[src/rtl/noc_pkg.sv]
// Shared NoC definitions: flit-type codes, field-position helpers, route width and the
// input-port FSM state encoding. The output-port stage imports the same package so that
// both ends decode flit headers the same way.
//
// Flit layout (FLIT_WIDTH bits, MSB first):
//   [W-1:W-2] flit type  (01 HEAD, 00 BODY, 10 TAIL, 11 SINGLE)
//   [W-3:W-4] destination port (meaningful only in HEAD and SINGLE)
//   [W-5:0]   payload
package noc_pkg;

  localparam logic [1:0] FT_BODY   = 2'b00;
  localparam logic [1:0] FT_HEAD   = 2'b01;
  localparam logic [1:0] FT_TAIL   = 2'b10;
  localparam logic [1:0] FT_SINGLE = 2'b11;

  localparam int unsigned ROUTE_WIDTH = 2;
  localparam int unsigned NUM_PORTS   = 4;

  typedef enum logic [0:0] {
    StIdle,
    StActive
  } port_state_e;

  // Bit position of the LSB of the type field for a given flit width.
  function automatic int unsigned type_lsb(input int unsigned flit_width);
    return flit_width - 2;
  endfunction

  // Bit position of the LSB of the destination field for a given flit width.
  function automatic int unsigned dest_lsb(input int unsigned flit_width);
    return flit_width - 4;
  endfunction

  // True for flits that open a packet and carry a route.
  function automatic logic is_head_type(input logic [1:0] ftype);
    return (ftype == FT_HEAD) || (ftype == FT_SINGLE);
  endfunction

  // True for flits that close a packet.
  function automatic logic is_tail_type(input logic [1:0] ftype);
    return (ftype == FT_TAIL) || (ftype == FT_SINGLE);
  endfunction

endpackage

[src/rtl/flit_fifo.sv]
// Small synchronous FIFO for flits with a registered occupancy count.
// The oldest entry is always visible on dout (first-word fall-through); dout is
// meaningless while empty is high.
//
// Ports:
//   clk    clock, rising edge
//   rst    synchronous active-high reset; empties the FIFO
//   push   write din at the tail (ignored when full)
//   din    data to write
//   pop    discard the head entry (ignored when empty)
//   dout   head entry
//   full   count == DEPTH
//   empty  count == 0
module flit_fifo #(
  parameter int unsigned WIDTH = 16,
  parameter int unsigned DEPTH = 4
) (
  input  logic             clk,
  input  logic             rst,
  input  logic             push,
  input  logic [WIDTH-1:0] din,
  input  logic             pop,
  output logic [WIDTH-1:0] dout,
  output logic             full,
  output logic             empty
);

  localparam int unsigned PtrW = (DEPTH > 1) ? $clog2(DEPTH) : 1;
  localparam int unsigned CntW = PtrW + 1;

  logic [WIDTH-1:0] mem_q [DEPTH];
  logic [PtrW-1:0]  wr_ptr_q, wr_ptr_d;
  logic [PtrW-1:0]  rd_ptr_q, rd_ptr_d;
  logic [CntW-1:0]  count_q, count_d;
  logic             do_push, do_pop;

  assign full  = (count_q == CntW'(DEPTH));
  assign empty = (count_q == '0);

  assign do_push = push && !full;
  assign do_pop  = pop && !empty;

  // DEPTH is a power of two, so pointers wrap naturally on overflow.
  always_comb begin
    wr_ptr_d = wr_ptr_q;
    rd_ptr_d = rd_ptr_q;
    count_d  = count_q;
    if (do_push) wr_ptr_d = wr_ptr_q + PtrW'(1);
    if (do_pop)  rd_ptr_d = rd_ptr_q + PtrW'(1);
    case ({do_push, do_pop})
      2'b10:   count_d = count_q + CntW'(1);
      2'b01:   count_d = count_q - CntW'(1);
      default: count_d = count_q;
    endcase
  end

  always_ff @(posedge clk) begin
    if (rst) begin
      wr_ptr_q <= '0;
      rd_ptr_q <= '0;
      count_q  <= '0;
    end else begin
      wr_ptr_q <= wr_ptr_d;
      rd_ptr_q <= rd_ptr_d;
      count_q  <= count_d;
    end
  end

  // Storage needs no reset: entries are only read once count says they are valid.
  always_ff @(posedge clk) begin
    if (do_push) mem_q[wr_ptr_q] <= din;
  end

  assign dout = mem_q[rd_ptr_q];

endmodule

[src/rtl/input_port.sv]
// Router input stage. Buffers flits from one link, computes the route once per packet from
// the head flit, then streams the packet wormhole-style, tagging each flit with a valid bit
// and the 2-bit destination port. Orphan BODY/TAIL flits seen outside a packet are dropped
// and counted.
//
// Ports:
//   clk         clock, rising edge
//   rst         synchronous active-high reset
//   in_valid    upstream flit present
//   in_flit     incoming flit
//   in_ready    FIFO can accept this cycle (depends only on registered count)
//   block_in    per-output-port block, bit i from output port i
//   data_out    {valid, route, flit}; all-zero when not valid
//   drop_count  saturating count of dropped orphan flits
module input_port
  import noc_pkg::*;
#(
  parameter int unsigned FLIT_WIDTH = 16,
  parameter int unsigned DEPTH      = 4
) (
  input  logic                  clk,
  input  logic                  rst,
  input  logic                  in_valid,
  input  logic [FLIT_WIDTH-1:0] in_flit,
  output logic                  in_ready,
  input  logic [NUM_PORTS-1:0]  block_in,
  output logic [FLIT_WIDTH+2:0] data_out,
  output logic [7:0]            drop_count
);

  localparam int unsigned TypeLsb = type_lsb(FLIT_WIDTH);
  localparam int unsigned DestLsb = dest_lsb(FLIT_WIDTH);

  logic [FLIT_WIDTH-1:0]  fifo_head;
  logic                   fifo_full, fifo_empty;
  logic                   fifo_push, fifo_pop;
  logic [1:0]             head_type;
  logic                   out_valid;

  port_state_e            state_q, state_d;
  logic [ROUTE_WIDTH-1:0] route_q, route_d;
  logic [7:0]             drop_q, drop_d;

  assign in_ready  = !fifo_full;
  assign fifo_push = in_valid && in_ready;

  flit_fifo #(
    .WIDTH (FLIT_WIDTH),
    .DEPTH (DEPTH)
  ) u_fifo (
    .clk   (clk),
    .rst   (rst),
    .push  (fifo_push),
    .din   (in_flit),
    .pop   (fifo_pop),
    .dout  (fifo_head),
    .full  (fifo_full),
    .empty (fifo_empty)
  );

  assign head_type = fifo_head[TypeLsb +: 2];

  always_comb begin
    state_d   = state_q;
    route_d   = route_q;
    drop_d    = drop_q;
    fifo_pop  = 1'b0;
    out_valid = 1'b0;
    case (state_q)
      StIdle: begin
        if (!fifo_empty) begin
          if (is_head_type(head_type)) begin
            // Route compute cycle: the head stays in the FIFO and is sent from StActive.
            route_d = fifo_head[DestLsb +: ROUTE_WIDTH];
            state_d = StActive;
          end else begin
            // Orphan BODY/TAIL outside any packet.
            fifo_pop = 1'b1;
            if (drop_q != 8'hFF) drop_d = drop_q + 8'd1;
          end
        end
      end
      StActive: begin
        // A HEAD seen here is just payload; the route is held until the tail leaves.
        out_valid = !fifo_empty;
        if (out_valid && !block_in[route_q]) begin
          fifo_pop = 1'b1;
          if (is_tail_type(head_type)) state_d = StIdle;
        end
      end
      default: state_d = StIdle;
    endcase
  end

  always_ff @(posedge clk) begin
    if (rst) begin
      state_q <= StIdle;
      route_q <= '0;
      drop_q  <= '0;
    end else begin
      state_q <= state_d;
      route_q <= route_d;
      drop_q  <= drop_d;
    end
  end

  assign data_out   = out_valid ? {1'b1, route_q, fifo_head} : '0;
  assign drop_count = drop_q;

endmodule

[config.mk]
export PLATFORM = sky130hd
export DESIGN_NAME = input_port
export DESIGN_NICKNAME = d
export VERILOG_FILES = /design/src/rtl/noc_pkg.sv /design/src/rtl/flit_fifo.sv /design/src/rtl/input_port.sv
export SDC_FILE = /design/constraint.sdc
export NUM_CORES = 1
export LEC_CHECK = 0
export ABC_CLOCK_PERIOD_IN_PS = 3450
export CAP_MARGIN = 20
export CELL_PAD_IN_SITES_DETAIL_PLACEMENT = 0
export CELL_PAD_IN_SITES_GLOBAL_PLACEMENT = 2
export CORE_MARGIN = 1
export CORE_UTILIZATION = 38
export DETAILED_ROUTE_END_ITERATION = 7
export PLACE_DENSITY_LB_ADDON = 0.2
export SLEW_MARGIN = 15
export SYNTH_ARGS = -nofsm -noshare
export SYNTH_HDL_FRONTEND = slang
export SYNTH_SLANG_ARGS = --single-unit
export TNS_END_PERCENT = 10
[constraint.sdc]
create_clock -name clk -period 3.45 [get_ports clk]
set_clock_uncertainty 0.05 [all_clocks]
set_input_delay 0.345 -clock clk [delete_from_list [all_inputs] [get_ports clk]]
set_output_delay 0.345 -clock clk [all_outputs]
set_load 0.005 [all_outputs]
==> results of run 1 <==
==> critical path: cells and delay by family, from the launching register on <==
family | cells | cell delay (ps)
muxes | 1 | 600
AOI/OAI and AO/OA | 2 | 260
and+or+nand+nor | 2 | 750
buffers and inverters | 1 | 60
DFF | 1 | 370
xor gates and xnor gates | 1 | 160
adders and majority gates | 2 | 590
==> layout make-up <==
| cell class | instances | area, um^2 |
|---|---|---|
| tap | 108 | 135 |
| inverter | 9 | 33.8 |
| clock buffer | 9 | 124 |
| multi-input combinational | 118 | 1060 |
| sequential | 84 | 2320 |
| fill | 764 | 4500 |
| timing repair buffer | 54 | 531 |
| clock inverter | 6 | 48.8 |
==> routing by layer <==
metal	share of wire	wire length, um
met1	0.48	3050
met2	0.47	2960
met3	0.044	276
met4	0.0095	60
met5	0	0
==> final timing paths <==
path	startpoint	endpoint	slack (ps)
worst max-delay path	flop	u_fifo.count_q[2]	560
worst min-delay path	u_fifo.wr_ptr_q[1]	u_fifo.wr_ptr_q[1]	450
worst max register to register	flop	u_fifo.count_q[2]	560
worst min register to register	u_fifo.wr_ptr_q[1]	u_fifo.wr_ptr_q[1]	450
==> synthesized netlist by cell type <==
library cell / count / area [um^2]
buf_6: 1 / 11.3
buf_1: 1 / 3.75
ha_1: 6 / 75.1
or3_4: 1 / 11.3
and2_1: 4 / 25.0
xnor2_1: 3 / 26.3
xor2_1: 2 / 17.5
buf_4: 1 / 7.51
nor2b_1: 16 / 100
clkbuf_1: 5 / 18.8
mux2_2: 1 / 11.3
mux2i_1: 2 / 20.0
nand2_1: 7 / 26.3
a2111oi_2: 1 / 15.0
and4_1: 1 / 8.76
or3b_1: 1 / 8.76
or4_1: 2 / 15.0
o21ai_0: 5 / 25.0
o311ai_0: 1 / 8.76
or3b_2: 1 / 8.76
o32ai_1: 1 / 8.76
a2111o_1: 1 / 11.3
and3_1: 6 / 37.5
nor3_1: 5 / 25.0
o31ai_1: 3 / 22.5
a21oi_1: 10 / 50.1
nand3_1: 2 / 10.0
a21o_1: 1 / 7.51
nand2b_1: 3 / 18.8
inv_1: 9 / 33.8
edfxtp_1: 64 / 1920
dfxtp_1: 20 / 400
mux4_2: 17 / 383
nor4_1: 1 / 6.26
nor2_1: 10 / 37.5
fa_1: 1 / 20.0
or3_1: 3 / 18.8
==> registers in the layout, indices dropped and copies added, names as in the netlist, named ones only <==
signal           flops
u_fifo.rd_ptr_q      2
u_fifo.count_q       3
u_fifo.mem_q        64
drop_count           8
u_fifo.wr_ptr_q      2
state_q              1
route_q              2
==> power by group through the flow <==
stage / combinational, uW / clock [uW] / sequential [uW]
2_1_floorplan: 569 / 0 / 1320
3_3_place_gp: 820 / 0 / 1340
3_5_place_dp: 827 / 0 / 1350
4_1_cts: 832 / 644 / 1320
5_1_grt: 905 / 691 / 1340
6_report: 811 / 620 / 1320
==> through the flow <==
stage	cell area, um^2	power [uW]
6_report	4260	2750
5_1_grt	4260	2940
4_1_cts	4260	2800
3_5_place_dp	4090	2170
3_3_place_gp	4090	2160
2_1_floorplan	3460	1880
==> logic make-up after synthesis <==
group	share of synthesized area
compound gates	0.0431
xor+xnor	0.0127
flops	0.672
mux	0.120
buf+inv	0.0217
fa+ha+maj	0.0275
simple gates	0.104
==> flow_summary.yaml, run 1 <==
worst_setup_path:
  cpPeakStageDelay_ps: 600
  worstPathRequired_ps: 3670
  critPathSlowestCell: "mux4_2"
  path_class: "reg2reg"
  ff2ff_path_depth: 9
  cp_cell_sequence: "mux4_2, or3_4, o21ai_0, ha_1, inv_1, fa_1, xor2_1, or3_1, a21oi_1"
  critPathCaptureType: "flop"
  critPathArrivalTime_ps: 3110
  cp_max_fo: 7
  startpoint_type: "flop"
route:
  route.vias.total: 1937
  via_per_inst: 4.99
  dr.pass1.iters: 4
  drt-initial-drc-count: 79
  drt_wl_total_um: 6340
  drt-wirelength-per-cell_um: 16.3
  drc: 0
  ant_nets: 0
logic_synthesis:
  avgSynthCellArea_um2: 15.8
  synth_fp_nets: 249
  ys.warnings.count: 0
  netlist_instances: 219
  ys_ff_latch: 84
  synth_cell_types: 37
  ys_seq_area_frac: 0.672
  syn-cell-area_mm2: 0.00346
clocking:
  cts_setup_buffers: 0
  clockBufferDepth: 2
  clk-insertion-delay-late_ps: 350
  htreeDepth: 3
  clock_sinks: 84
  clockRootBuffer: "clkbuf_8"
  cts_made_buffers: 9
  cts-hold-fix-buffers: 0
  cts_tree: "built"
  clk_pin_slew_ps: 90
  post_cts_resized: 0
global_routing:
  met1_usage: 0.199
  grt_overflow_total: 0
  top_usage_layer: "met2"
  grt_usage: 0.143
  antenna_found_initial: 0
  grt_pass1_vias: 1895
  grt_pass1_wl_um: 10200
  grt.met3_usage: 0.0410
  met2_usage: 0.215
  grt_max_degree: 21
finish:
  areaGrowthSynthToFinish_pct: 23.2
  diodes: 0
  final_cells: 388
  final_cell_mix: "64 x edfxtp_1, 50 x clkdlybuf4s50_1, 20 x dfxtp_1"
  drive_gt1_frac: 0.146
  nets: 306
  final_util: 0.486
  layout_commonest_cell: "edfxtp_1"
power_and_ir_drop:
  intPower_uw: 1930
  power_density_mw_per_mm2: 646
  p_comb_frac: 0.294
  p_switching_uw: 827
  leakage_uw: 0.00138
  p_sw_frac: 0.300
  ir_worst_vdd_v: 0.000258
  pwr-share-clk: 0.225
  power_frac_seq: 0.480
sta:
  setup_slack_ps: 560
  fin_tns_setup_ps: 0
  slew_headroom: 0.405
  tightest_slew_ps: 893
  finalCriticalPeriod_ps: 2890
  final-hold-violation-count: 0
  setup_violations: 0
  fin_crit_sh: 0.838
  finalMaxSlewViolations: 0
  rsz0062_at_grt: "false"
  fin_hold_ws_ps: 454
  fmax_mhz: 346
floorplan:
  dieArea_mm2: 0.00948
  row_count: 34
  ios: 51
  core_area_mm2: 0.00876
  die_h_um: 97.4
  die_w_um: 97.4
  start_util: 0.394
place:
  hpwl_um: 4070
  io_buffers: 50
  place.gp.congestion: 0.665
  placed_cells: 373
  pre_cts_slack_ps: 476
flow_run:
  max-cap-violations: 0
hold_path:
  whs_path_depth: 2
  hold_class: "reg2reg"
run_status:
  status: "finished, final reports clean"
No activity file was read; power rests on OpenSTA's default activity.
==> inputs of run 2 (changes only) <==
--- a/config.mk
+++ b/config.mk
@@ -5,12 +5,12 @@
 export SDC_FILE = /design/constraint.sdc
 export NUM_CORES = 1
 export LEC_CHECK = 0
-export ABC_CLOCK_PERIOD_IN_PS = 3450
+export ABC_CLOCK_PERIOD_IN_PS = 2480
 export CAP_MARGIN = 20
 export CELL_PAD_IN_SITES_DETAIL_PLACEMENT = 0
 export CELL_PAD_IN_SITES_GLOBAL_PLACEMENT = 2
 export CORE_MARGIN = 1
-export CORE_UTILIZATION = 38
+export CORE_UTILIZATION = 35
 export DETAILED_ROUTE_END_ITERATION = 7
 export PLACE_DENSITY_LB_ADDON = 0.2
 export SLEW_MARGIN = 15
==> constraint.sdc (replaced) <==
create_clock -name clk -period 2.48 [get_ports clk]
set_clock_uncertainty 0.05 [all_clocks]
set_input_delay 0.248 -clock clk [delete_from_list [all_inputs] [get_ports clk]]
set_output_delay 0.248 -clock clk [all_outputs]
set_load 0.005 [all_outputs]
==> run 2 against run 1 <==
The flow now finishes with violations (setup timing). Die area increased by 8.4%. Largest cell class unchanged. Clock-buffer cell count increased by 1. Clock power increased by 47%. Critical path depth unchanged. Via count increased by 2.5%. Fmax increased by 14%. Wire length decreased by 0.58%. Sequential cell count unchanged. Global-route usage decreased by 0.58 points. Power increased by 46%. First-iteration DRC count decreased by 23%.
==> flow_summary.yaml, run 2 (synthesis gave the netlist of run 1 again) <==
route:
  drc: 0
  drt_wl_total_um: 6310
  ant_nets: 0
  dr.pass1.iters: 4
  via_per_inst: 4.75
  drt-wirelength-per-cell_um: 15.1
  drt-initial-drc-count: 61
  route.vias.total: 1985
floorplan:
  row_count: 35
  dieArea_mm2: 0.0103
  ios: 51
  core_area_mm2: 0.00942
  die_h_um: 101
  start_util: 0.367
  die_w_um: 101
flow_run:
  max-cap-violations: 0
global_routing:
  grt.met3_usage: 0.0476
  antenna_found_initial: 0
  grt_pass1_wl_um: 10100
  grt_overflow_total: 0
  top_usage_layer: "met2"
  met1_usage: 0.176
  grt_max_degree: 19
  met2_usage: 0.217
  grt_usage: 0.137
  grt_pass1_vias: 1980
worst_setup_path:
  critPathSlowestCell: "mux4_2"
  path_class: "reg2reg"
  path_buf_inv: 1
  startpoint_type: "flop"
  critPathCaptureType: "flop"
  critPathArrivalTime_ps: 2760
  cpPeakStageDelay_ps: 520
  cp_max_fo: 2
  worstPathRequired_ps: 2710
  cp_cell_sequence: "mux4_2, or3_4, o21ai_2, ha_2, inv_2, fa_2, xor2_1, or3_1, a21oi_1"
  critical-path-top-delay-family: "simple AND/OR/NAND/NOR gates"
sta:
  fmax_mhz: 396
  tightest_slew_ps: 857
  fin_tns_setup_ps: -46.2
  slew_headroom: 0.429
  finalCriticalPeriod_ps: 2530
  rsz0062_at_grt: "true"
  final-hold-violation-count: 0
  fin_crit_sh: 1.02
  setup_slack_ps: -46.2
  fin_hold_ws_ps: 462
  finalMaxSlewViolations: 0
  setup_violations: 1
finish:
  final_cells: 418
  drive_gt1_frac: 0.183
  final_area_mm2: 0.00439
  final_cell_mix: "64 x edfxtp_1, 50 x clkdlybuf4s50_1, 19 x dfxtp_1"
  largest_reg_flops: 64
  areaGrowthSynthToFinish_pct: 26.9
  regMostFlops: "u_fifo.mem_q"
  nets: 315
  diodes: 0
  layout_commonest_cell: "edfxtp_1"
clocking:
  clockRootBuffer: "clkbuf_8"
  clk_pin_slew_ps: 80
  cts_tree: "built"
  cts_made_buffers: 9
  clockBufferDepth: 2
  clock_sinks: 84
  clk-insertion-delay-late_ps: 350
  htreeDepth: 3
power_and_ir_drop:
  leakage_uw: 0.00143
  p_sw_frac: 0.287
  power_frac_seq: 0.461
  ir_worst_vdd_v: 0.000540
  power_density_mw_per_mm2: 913
  intPower_uw: 2860
  p_comb_frac: 0.312
  p_switching_uw: 1150
  pwr-share-clk: 0.227
place:
  place.gp.congestion: 0.677
  placed_cells: 401
  place_area_mm2: 0.00417
  pre_cts_slack_ps: -153
  io_buffers: 50
  hpwl_um: 4060
run_status:
  violations: "setup timing"
  status: "complete, but fails checks"
hold_path:
  hold_class: "reg2reg"
run 2: changes by cell type in the layout (fill, tap and decap cells not counted), sizes merged:
| cell | before | now |
|---|---|---|
| buf | 4 | 13 |
| inv | 11 | 9 |
| bufinv | 0 | 1 |
| clkbuf | 9 | 10 |
| clkinv | 1 | 2 |
| clkinvlp | 3 | 2 |
run 2: metrics by stage:
stage,util,total power [uW]
2_1_floorplan,-,2630
3_3_place_gp,0.443,3080
3_5_place_dp,0.443,3090
4_1_cts,0.464,4030
5_1_grt,0.466,4280
6_report,0.466,4010
run 2: worst register-to-register path: cells and delay by family, from the launching register on:
family / cells / cell delay, ps
xor gates and xnor gates: 1 / 150
and+or+nand+nor: 2 / 650
adders and majority gates: 2 / 510
AOI/OAI and AO/OA: 2 / 190
muxes: 1 / 520
DFF: 1 / 350
buffers and inverters: 1 / 40
run 2: worst paths after layout:
path                                     from           endpoint  slack (ps)  depth (start not counted)
worst max-delay path                     flop  u_fifo.count_q[2]         -50                          9
worst min-delay path            drop_count[6]      drop_count[6]         460                          2
worst max register to register           flop  u_fifo.count_q[2]         -50                          9
worst min register to register  drop_count[6]      drop_count[6]         460                          2
run 2: timing repair:
action	4_1_cts	5_1_grt
pin swaps	2	0
setup endpoints to repair	18	20
hold buffers	0	0
buffers inserted	1	1
resized for setup	4	2
run 2: power groups by stage:
stage / sequential [uW] / combinational (uW) / clock (uW)
floorplan: 1830 / 800 / 0
global placement: 1860 / 1220 / 0
detailed placement: 1870 / 1220 / 0
CTS: 1840 / 1250 / 941
global route: 1870 / 1400 / 1000
finish: 1850 / 1250 / 911
run 2: metal layers:
layer  part of all wire  wire length, um
met5                  0                0
met4              0.016              100
met3              0.043              270
met2               0.48             3060
met1               0.46             2880
run 2: final cells by class:
cell class,count,area (um^2)
fill,842,5030
sequential,84,2320
multi-input combinational,118,1080
timing repair buffer,63,606
tap,129,161
clock buffer,10,128
clock inverter,5,53.8
inverter,9,33.8
